==> src/rtl/k12a_spi_master_pkg.sv <==
// k12a_spi_master_pkg: shared mode/state types for the k12a SPI master engine.
package k12a_spi_master_pkg;
  typedef struct packed {
    logic cpol;
    logic cpha;
  } spi_mode_t;
  typedef logic [1:0] spi_master_state_t;
  localparam spi_master_state_t ST_IDLE   = 2'd0;
  localparam spi_master_state_t ST_SETUP  = 2'd1;
  localparam spi_master_state_t ST_XFER   = 2'd2;
  localparam spi_master_state_t ST_FINISH = 2'd3;
endpackage

==> src/rtl/k12a_spi_master_if.sv <==
// k12a_spi_master_if: control strobes, data and serial pins of the SPI master.
interface k12a_spi_master_if
  import k12a_spi_master_pkg::*;
#(
  parameter int DATA_WIDTH   = 8,
  parameter int DIV_WIDTH    = 8,
  parameter int NUM_CS       = 1,
  parameter int CS_SEL_WIDTH = (NUM_CS > 1) ? $clog2(NUM_CS) : 1
) ();
  logic                    spi_begin;
  logic                    spi_data_io_store;
  logic [DATA_WIDTH-1:0]   spi_data_in;
  spi_mode_t               spi_mode;
  logic [DIV_WIDTH-1:0]    spi_divider;
  logic [CS_SEL_WIDTH-1:0] spi_cs_index;
  logic [DATA_WIDTH-1:0]   spi_data_out;
  logic                    spi_busy;
  logic                    spi_done;
  logic                    spi_sck;
  logic                    spi_mosi;
  logic                    spi_miso;
  logic [NUM_CS-1:0]       spi_cs_n;
  modport master (
    input  spi_begin, spi_data_io_store, spi_data_in, spi_mode, spi_divider, spi_cs_index, spi_miso,
    output spi_data_out, spi_busy, spi_done, spi_sck, spi_mosi, spi_cs_n
  );
  modport slave (
    output spi_begin, spi_data_io_store, spi_data_in, spi_mode, spi_divider, spi_cs_index, spi_miso,
    input  spi_data_out, spi_busy, spi_done, spi_sck, spi_mosi, spi_cs_n
  );
endinterface

==> src/rtl/k12a_spi_master_clkdiv.sv <==
// k12a_spi_master_clkdiv: SCK half-period counter, 0..div, tick at terminal count.
module k12a_spi_master_clkdiv #(
  parameter int DIV_WIDTH = 8
) (
  input  logic                 clock,
  input  logic                 reset_n,
  input  logic                 clr,
  input  logic [DIV_WIDTH-1:0] div,
  output logic                 tick
);
  logic [DIV_WIDTH-1:0] cnt_q, cnt_d;
  always_comb begin
    tick  = cnt_q == div;
    cnt_d = (clr || tick) ? '0 : cnt_q + 1'b1;
  end
  always_ff @(posedge clock or negedge reset_n) begin
    if (!reset_n) cnt_q <= '0;
    else          cnt_q <= cnt_d;
  end
endmodule

==> src/rtl/k12a_spi_master.sv <==
// k12a_spi_master: SPI master with configurable frame width, CPOL/CPHA,
// SCK divider and chip-select fan-out.
module k12a_spi_master
  import k12a_spi_master_pkg::*;
#(
  parameter int DATA_WIDTH   = 8,
  parameter int DIV_WIDTH    = 8,
  parameter int NUM_CS       = 1,
  parameter int CS_SEL_WIDTH = (NUM_CS > 1) ? $clog2(NUM_CS) : 1
) (
  input logic               clock,
  input logic               reset_n,
  k12a_spi_master_if.master bus
);
  localparam int EW = $clog2(2 * DATA_WIDTH);
  spi_master_state_t     state_q, state_d;
  spi_mode_t             mode_q, mode_d;
  logic [DIV_WIDTH-1:0]  div_q, div_d;
  logic [EW-1:0]         edge_q, edge_d;
  logic [DATA_WIDTH-1:0] shift_q, shift_d;
  logic [NUM_CS-1:0]     cs_n_q, cs_n_d, cs_sel_n;
  logic sck_q, sck_d, mosi_q, mosi_d, busy_q, busy_d, done_q, done_d;
  logic tick, idle, leading, last, sample, drive;
  k12a_spi_master_clkdiv #(.DIV_WIDTH(DIV_WIDTH)) u_clkdiv (
    .clock   (clock),
    .reset_n (reset_n),
    .clr     (idle),
    .div     (div_q),
    .tick    (tick)
  );
  always_comb begin
    idle    = state_q == ST_IDLE;
    leading = sck_q == mode_q.cpol;
    last    = edge_q == '0;
    sample  = leading ^ mode_q.cpha;
    drive   = mode_q.cpha ? leading : !leading && !last;
    for (int i = 0; i < NUM_CS; i++) cs_sel_n[i] = bus.spi_cs_index != CS_SEL_WIDTH'(i);
    state_d = state_q;
    mode_d  = mode_q;
    div_d   = div_q;
    edge_d  = edge_q;
    shift_d = shift_q;
    sck_d   = sck_q;
    mosi_d  = mosi_q;
    cs_n_d  = cs_n_q;
    busy_d  = busy_q;
    done_d  = 1'b0;
    if (idle) begin
      sck_d = bus.spi_mode.cpol;
      if (bus.spi_data_io_store) shift_d = bus.spi_data_in;
      if (bus.spi_begin) begin
        state_d = ST_SETUP;
        mode_d  = bus.spi_mode;
        div_d   = bus.spi_divider;
        cs_n_d  = cs_sel_n;
        busy_d  = 1'b1;
        edge_d  = EW'(2 * DATA_WIDTH - 1);
        if (!bus.spi_mode.cpha) mosi_d = shift_d[DATA_WIDTH-1];
      end
    end else if (tick) begin
      if (state_q == ST_FINISH) begin
        state_d = ST_IDLE;
        cs_n_d  = '1;
        busy_d  = 1'b0;
        done_d  = 1'b1;
      end else if (state_q == ST_XFER && last && leading) begin
        // all edges issued and SCK is back at CPOL: one more half-period before FINISH
        state_d = ST_FINISH;
      end else begin
        state_d = ST_XFER;
        sck_d   = !sck_q;
        edge_d  = last ? edge_q : edge_q - 1'b1;
        if (sample) shift_d = {shift_q[DATA_WIDTH-2:0], bus.spi_miso};
        if (drive) mosi_d = shift_q[DATA_WIDTH-1];
      end
    end
  end
  always_ff @(posedge clock or negedge reset_n) begin
    if (!reset_n) begin
      state_q <= ST_IDLE;
      mode_q  <= '0;
      div_q   <= '0;
      edge_q  <= '0;
      shift_q <= '0;
      sck_q   <= 1'b0;
      mosi_q  <= 1'b0;
      cs_n_q  <= '1;
      busy_q  <= 1'b0;
      done_q  <= 1'b0;
    end else begin
      state_q <= state_d;
      mode_q  <= mode_d;
      div_q   <= div_d;
      edge_q  <= edge_d;
      shift_q <= shift_d;
      sck_q   <= sck_d;
      mosi_q  <= mosi_d;
      cs_n_q  <= cs_n_d;
      busy_q  <= busy_d;
      done_q  <= done_d;
    end
  end
  assign bus.spi_data_out = shift_q;
  assign bus.spi_busy     = busy_q;
  assign bus.spi_done     = done_q;
  assign bus.spi_sck      = sck_q;
  assign bus.spi_mosi     = mosi_q;
  assign bus.spi_cs_n     = cs_n_q;
endmodule

==> src/flat_wrapper.sv <==
// flat-port wrapper written by rule: the top's interface ports become plain ports
module k12a_spi_master_flat import k12a_spi_master_pkg::*;
#(
  parameter int DATA_WIDTH   = 8,
  parameter int DIV_WIDTH    = 8,
  parameter int NUM_CS       = 1,
  parameter int CS_SEL_WIDTH = (NUM_CS > 1) ? $clog2(NUM_CS) : 1
)
  (clock, reset_n, bus_spi_begin, bus_spi_data_io_store, bus_spi_data_in, bus_spi_mode, bus_spi_divider, bus_spi_cs_index, bus_spi_miso, bus_spi_data_out, bus_spi_busy, bus_spi_done, bus_spi_sck, bus_spi_mosi, bus_spi_cs_n);
  k12a_spi_master_if #(.DATA_WIDTH(DATA_WIDTH), .DIV_WIDTH(DIV_WIDTH), .NUM_CS(NUM_CS), .CS_SEL_WIDTH(CS_SEL_WIDTH)) bus_i ();
  input logic clock;
  input logic reset_n;
  input wire logic [$bits(bus_i.spi_begin)-1:0] bus_spi_begin;
  input wire logic [$bits(bus_i.spi_data_io_store)-1:0] bus_spi_data_io_store;
  input wire logic [$bits(bus_i.spi_data_in)-1:0] bus_spi_data_in;
  input wire logic [$bits(bus_i.spi_mode)-1:0] bus_spi_mode;
  input wire logic [$bits(bus_i.spi_divider)-1:0] bus_spi_divider;
  input wire logic [$bits(bus_i.spi_cs_index)-1:0] bus_spi_cs_index;
  input wire logic [$bits(bus_i.spi_miso)-1:0] bus_spi_miso;
  output wire logic [$bits(bus_i.spi_data_out)-1:0] bus_spi_data_out;
  output wire logic [$bits(bus_i.spi_busy)-1:0] bus_spi_busy;
  output wire logic [$bits(bus_i.spi_done)-1:0] bus_spi_done;
  output wire logic [$bits(bus_i.spi_sck)-1:0] bus_spi_sck;
  output wire logic [$bits(bus_i.spi_mosi)-1:0] bus_spi_mosi;
  output wire logic [$bits(bus_i.spi_cs_n)-1:0] bus_spi_cs_n;
  assign bus_i.spi_begin = bus_spi_begin;
  assign bus_i.spi_data_io_store = bus_spi_data_io_store;
  assign bus_i.spi_data_in = bus_spi_data_in;
  assign bus_i.spi_mode = bus_spi_mode;
  assign bus_i.spi_divider = bus_spi_divider;
  assign bus_i.spi_cs_index = bus_spi_cs_index;
  assign bus_i.spi_miso = bus_spi_miso;
  assign bus_spi_data_out = bus_i.spi_data_out;
  assign bus_spi_busy = bus_i.spi_busy;
  assign bus_spi_done = bus_i.spi_done;
  assign bus_spi_sck = bus_i.spi_sck;
  assign bus_spi_mosi = bus_i.spi_mosi;
  assign bus_spi_cs_n = bus_i.spi_cs_n;
  k12a_spi_master #(.DATA_WIDTH(DATA_WIDTH), .DIV_WIDTH(DIV_WIDTH), .NUM_CS(NUM_CS), .CS_SEL_WIDTH(CS_SEL_WIDTH)) u_core (.clock(clock), .reset_n(reset_n), .bus(bus_i));
endmodule
==> config.mk <==
export PLATFORM = sky130hd
export DESIGN_NAME = k12a_spi_master_flat
export DESIGN_NICKNAME = d
export VERILOG_FILES = /design/src/rtl/k12a_spi_master_pkg.sv /design/src/rtl/k12a_spi_master_if.sv /design/src/rtl/k12a_spi_master_clkdiv.sv /design/src/rtl/k12a_spi_master.sv /design/src/flat_wrapper.sv
export SDC_FILE = /design/constraint.sdc
export NUM_CORES = 1
export LEC_CHECK = 0
export CAP_MARGIN = 20
export CORE_MARGIN = 2
export CORE_UTILIZATION = 55
export DETAILED_ROUTE_END_ITERATION = 10
export GPL_TIMING_DRIVEN = 0
export PLACE_DENSITY = 0.91
export SETUP_SLACK_MARGIN = 0.15
export SKIP_LAST_GASP = 1
export SYNTH_ARGS = -nofsm -noshare
export SYNTH_HDL_FRONTEND = slang
export SYNTH_SLANG_ARGS = --single-unit
export TNS_END_PERCENT = 100
==> constraint.sdc <==
create_clock -name clock -period 3.85 [get_ports clock]
set_input_delay 0.5775 -clock clock [delete_from_list [all_inputs] [get_ports clock]]
set_output_delay 0.5775 -clock clock [all_outputs]
set_load 0.005 [all_outputs]
Word level (Yosys, flattened, before mapping)
Index checks and enable logic that the tools add are counted.
{"block": "classes", "n_reduce_logical": 21, "n_div": 0, "multipliers": 0, "bitwise_logic": 1, "n_shift": 0, "n_lt_le_gt_ge": 0, "n_eq_ne": 10, "mux": 41, "add_sub_neg": 2}
{"cell": "$mux 8", "n": 7}
{"cell": "$mux 1", "n": 24}
{"cell": "$mux 4", "n": 6}
{"cell": "$ne 2x2->1 const B", "n": 6}
{"cell": "$reduce_and 5->1", "n": 2}
{"cell": "$add 8x1->8 const B", "n": 1}
{"cell": "$eq 8x8->1", "n": 1}
{"cell": "$mux 2", "n": 4}
{"cell": "$reduce_bool 2->1", "n": 4}
{"cell": "$reduce_and 3->1", "n": 2}
{"cell": "$reduce_and 6->1", "n": 1}
{"cell": "$eq 2x2->1 const B", "n": 2}
{"cell": "$logic_not 4->1", "n": 1}
{"cell": "$reduce_and 2->1", "n": 2}
{"cell": "$reduce_and 4->1", "n": 1}
{"cell": "$sub 4x1->4 const B", "n": 1}
{"cell": "$logic_and 1x1->1", "n": 3}
{"cell": "$logic_not 1->1", "n": 3}
{"cell": "$logic_not 2->1", "n": 1}
{"cell": "$eq 1x1->1", "n": 1}
{"cell": "$logic_or 1x1->1", "n": 1}
{"cell": "$xor 1x1->1", "n": 1}
{"block": "totals", "in_bits": 24, "mem_count": 0, "latch_bits": 0, "elab_cells": 88, "regBits": 37, "mem_bits_ro": 0, "mem_bits_rw": 0, "output_inout_bits": 13}

Longest topological paths before layout
{"block": "logic_depth", "depth_word": 9, "mapped_depth": 8, "ltp_nobuf": 7}

Cells and area by module
From an unflattened synthesis, not the netlist that was laid out.
{"block": "hier_totals", "hier_cells": 189, "area_unflattened_um2": 2057.0}
{"module": "k12a_spi_master", "cells_each": 143, "n_inst": 1, "seq_area_each_um2": 726.9, "area_per_inst_um2": 1535.2}
{"module": "k12a_spi_master_clkdiv", "cells_each": 46, "n_inst": 1, "seq_area_each_um2": 200.2, "area_per_inst_um2": 521.8}

Worst setup path before layout
No wires, ideal clock.
{"block": "synth_timing", "path_type": "register to register", "start": "register u_core.edge_q[0]", "end": "register u_core.shift_q[0], in the netlist u_core.bus.spi_data_out[0]", "setup_time_ns": 0.125, "t_arrival_ns": 1.759, "path_slack_ns": 1.966, "path_stages_with_launch": 9, "path_buffers": 1, "synth_period_minus_slack_ns": 1.884, "required_ns": 3.725, "path_cell_list": "dfrtp_1 -> inv_1 -> ha_1 -> nor3b_4 -> nand3_2 -> a21o_1 -> and3_1 -> buf_6 -> mux2_4"}
{"block": "synth_between", "elab_chain_len": 5}
{"element": "start, declared", "line": "k12a_spi_master.sv:19", "source": "logic [EW-1:0] edge_q, edge_d;"}
{"element": "start signal, assigned", "line": "k12a_spi_master.sv:94", "source": "edge_q <= edge_d;"}
{"element": "$logic_not 4->1", "line": "k12a_spi_master.sv:34", "source": "last = edge_q == '0;"}
{"element": "$logic_and 1x1->1 (2 in a row)", "line": "k12a_spi_master.sv:66", "source": "end else if (state_q == ST_XFER && last && leading) begin"}
{"element": "$ne 2x2->1 (no source line)"}
{"element": "$reduce_and 5->1 (no source line)"}
{"element": "end signal, assigned", "line": "k12a_spi_master.sv:95", "source": "shift_q <= shift_d;"}
{"element": "end, declared", "line": "k12a_spi_master.sv:20", "source": "logic [DATA_WIDTH-1:0] shift_q, shift_d;"}
No other way between the ends.
A chain may end at the register's enable or synchronous reset.

Worst setup path after layout
{"block": "layout_timing", "start": "register u_core.state_q[0]", "end": "register u_core.mode_q[0] (netlist bit)"}
{"block": "layout_between", "elab_chain_len": 2}
{"element": "start, declared", "line": "k12a_spi_master.sv:16", "source": "spi_master_state_t state_q, state_d;"}
{"element": "start signal, assigned", "line": "k12a_spi_master.sv:91", "source": "state_q <= state_d;"}
{"element": "$logic_not 2->1", "line": "k12a_spi_master.sv:32", "source": "idle = state_q == ST_IDLE;"}
{"element": "$reduce_and 2->1 (no source line)"}
{"element": "end signal, assigned", "line": "k12a_spi_master.sv:92", "source": "mode_q <= mode_d;"}
{"element": "end, declared", "line": "k12a_spi_master.sv:17", "source": "spi_mode_t mode_q, mode_d;"}
No other way between the ends.

==> impl_metrics.json <==
{
  "status": "complete, no violations",
  "crit_fanout": 10,
  "crit_chain": "inv_1, ha_1, clkbuf_1, and2_1, clkbuf_1, buf_2, mux2_2",
  "path_class": "flop to flop",
  "wire_per_inst_um": 15.5,
  "drive_gt1_frac": 0.169,
  "power_density_nw_per_um2": 769,
  "start_util": 0.581,
  "drc": 0,
  "drtIter0Drc": 101,
  "seqCellArea_um2": 927,
  "routed_wl_mm": 4.10,
  "max_freq_ghz": 0.466,
  "die_w_um": 63.6,
  "post_cts_buffers": 0,
  "diodes": 0,
  "nets": 248,
  "r2r_cells": 7,
  "areaGrowthSynthToFinish_pct": 25.5,
  "cp-endpoint": "u_core.mode_q[0]",
  "hold_buffers": 0,
  "numPortBuffers": 36,
  "grt_pass1_wl_mm": 6.97,
  "async_flop_share": 1.00,
  "rsz0062_at_grt": "false",
  "clk_pin_slew_ns": 0.11,
  "syn_inst": 175,
  "r2r_end": "u_core.mode_q[0]",
  "routabilityCongestion": 0.793,
  "cpPeakStageDelay_ns": 0.41,
  "maxSlewHeadroom": 0.465,
  "hold_viol_final": 0,
  "core_um2": 3360,
  "worst_slew_pin_slew_ns": 0.803,
  "syn-num-nets": 205,
  "leakage_uw": 0.00106,
  "cp-start-kind": "flop",
  "cts_tree": "done",
  "critical_path.top_delay_family": "buffers and inverters",
  "switching_power_uw": 680,
  "maxSlewViolCount": 0,
  "worst_ep_required_time_ns": 4.08,
  "seqPwrFrac": 0.377,
  "die_h_um": 63.6,
  "first_pass_iters": 4,
  "multi_input_area_um2": 947,
  "worst-path-stages": 7,
  "cts_inserted_buffers": 5,
  "antenna_found_initial": 0,
  "grt_start_max_net_pins": 38,
  "critPathMostFrequentCell": "clkbuf_1",
  "cp-startpoint": "u_core.state_q[0]",
  "die_area_um2": 4040,
  "syn-cell-area_um2": 1950,
  "synth_cell_type_count": 41,
  "ioPinCount": 37,
  "rrSetupSlack_ns": 1.70,
  "cts_sinks": 37,
  "cts_buffer_depth": 2,
  "switching_share": 0.361,
  "setup_viol": 0,
  "synthFlopType": "dfrtp_1",
  "post_cts_resized": 0,
  "cp_num_buf_inv": 4,
  "skew_ns": 0.0168,
  "cp-end-kind": "flop",
  "period_share": 0.558,
  "internal-power_uw": 1210,
  "vdd_drop_max_mv": 0.460,
  "critPathArrivalTime_ns": 2.38,
  "fin_area_um2": 2450,
  "r2r-start": "u_core.state_q[0]",
  "maxCapViolCount": 0,
  "yosysSeqAreaShare": 0.475,
  "cts-root-buf": "clkbuf_4",
  "clk_latency_ns": 0.35,
  "cpMaxStageDelayCell": "dfrtp_1",
  "hp-class": "input port to async pin",
  "yosysWarningCount": 0,
  "cts.htree.levels": 2,
  "viasPerCell": 5.62,
  "rows": 21,
  "grt_pass1_vias": 1473,
  "timing.final.crit_period_ns": 2.15,
  "vias": 1489,
  "place_area_um2": 2370,
  "grt.overflow.total": 0,
  "nFillCells": 262,
  "synth_edf_count": 0,
  "clkPwrFrac": 0.153,
  "drtAntennaViolNets": 0,
  "grt_usage": 0.225,
  "ys_seq_elements": 37,
  "setup_tns_ns": 0,
  "dp_hpwl_mm": 3.04,
  "power_frac_comb": 0.470,
  "syn_avg_cell_area_um2": 11.2
}
==> layout make-up <==
| type | instances | share of cell area |
|---|---|---|
| buffer | 7 | 0.0153 |
| clock buffer | 7 | 0.0225 |
| clock inverter | 1 | 0.0123 |
| inverter | 11 | 0.0168 |
| multi-input combinational | 120 | 0.386 |
| sequential | 37 | 0.378 |
| tap | 46 | 0.0235 |
| timing repair buffer | 36 | 0.145 |
==> through the flow <==
step	hold slack [ns]	std cells	setup WS [ns]	power, uW	utilization
after floorplan	0.282	175	1.97	1310	-
after global placement	0.453	257	1.39	1550	0.705
after detailed placement	0.453	257	1.55	1600	0.703
after CTS	0.327	265	1.68	1890	0.729
after global routing	0.351	265	1.57	2020	0.729
final	0.300	265	1.70	1880	0.729
==> logic make-up after synthesis <==
family                   after synthesis  share of synthesized area
multiplexers                          18                      0.117
XOR/XNOR                              16                     0.0756
AND/OR/NAND/NOR                       39                      0.109
buffers and inverters                 18                     0.0404
flip-flops                            37                      0.475
AO/OA/AOI/OAI                         41                      0.145
adder cells (fa/ha/maj)                6                     0.0384
==> how the worst min path moves through the flow <==
stage                                     end  slack, ns  cells past startpoint
after floorplan           u_core.bus.spi_busy       0.28                      0
after global placement    u_core.bus.spi_cs_n       0.45                      2
after detailed placement  u_core.bus.spi_cs_n       0.45                      2
after CTS                    u_core.edge_q[1]       0.33                      1
after global routing         u_core.edge_q[1]       0.35                      1
final                         u_core.div_q[0]       0.30                      1
==> Yosys cell counts, types with 2 or more instances <==
master	number	area [um^2]
nand3_1	2	10.0
o21ai_0	7	35.0
mux2_4	7	105
and3_1	5	31.3
ha_1	6	75.1
clkbuf_1	3	11.3
xor2_1	3	26.3
o31ai_1	2	15.0
xnor2_1	12	105
mux2_2	11	124
nor3_1	3	15.0
and2_1	2	12.5
o21bai_1	2	15.0
nor2_1	14	52.6
a22o_1	6	52.6
a31oi_1	6	37.5
or2_2	2	12.5
a41oi_1	2	17.5
inv_1	11	41.3
dfrtp_1	36	901
a21oi_1	6	30.0
nand4_1	2	12.5
nand2_1	5	18.8
buf_2	3	15.0
==> cells in the final DEF (no fill, tap or decap), types with 2 or more instances in the layout <==
master | synthesis | routed
inv_1 | 11 | 11
buf_2 | 3 | 4
ha_1 | 6 | 6
mux2_4 | 7 | 7
and3_1 | 5 | 5
nor2_1 | 14 | 14
clkdlybuf4s50_1 | 0 | 35
dfrtp_1 | 36 | 36
clkbuf_4 | 0 | 5
o31ai_1 | 2 | 2
a31oi_1 | 6 | 6
o21bai_1 | 2 | 2
nor3_1 | 3 | 3
or2_2 | 2 | 2
nand3_1 | 2 | 2
xnor2_1 | 12 | 12
a21oi_1 | 6 | 6
xor2_1 | 3 | 3
a41oi_1 | 2 | 2
mux2_2 | 11 | 11
clkbuf_1 | 3 | 4
nand4_1 | 2 | 2
a22o_1 | 6 | 6
and2_1 | 2 | 2
nand2_1 | 5 | 5
o21ai_0 | 7 | 7
==> state kept, by name, indices dropped and copies added (netlist names) <==
signal and count:
u_core.bus.spi_busy 1, u_core.bus.spi_cs_n 1, u_core.bus.spi_data_out 8, u_core.bus.spi_done 1, u_core.bus.spi_mosi 1, u_core.bus.spi_sck 1, u_core.div_q 8, u_core.edge_q 4
u_core.mode_q 2, u_core.state_q 2, u_core.u_clkdiv.cnt_q 8
==> layer usage <==
layer	routed length (um)	share of wire	vias up	track usage
li1	-	-	708	-
met4	60	0.015	0	0.0761
met5	0	0	-	0
met1	1820	0.44	713	0.302
met3	262	0.064	5	0.0679
met2	1960	0.48	63	0.349
==> power by group through the flow <==
stage                     Combinational (uW)  Sequential [uW]  Clock (uW)
after global placement                   841              706           0
after global routing                     973              734         315
after CTS                                887              711         289
after detailed placement                 882              719           0
final                                    887              710         288
after floorplan                          623              687           0
No activity file was read; power rests on OpenSTA's default activity.
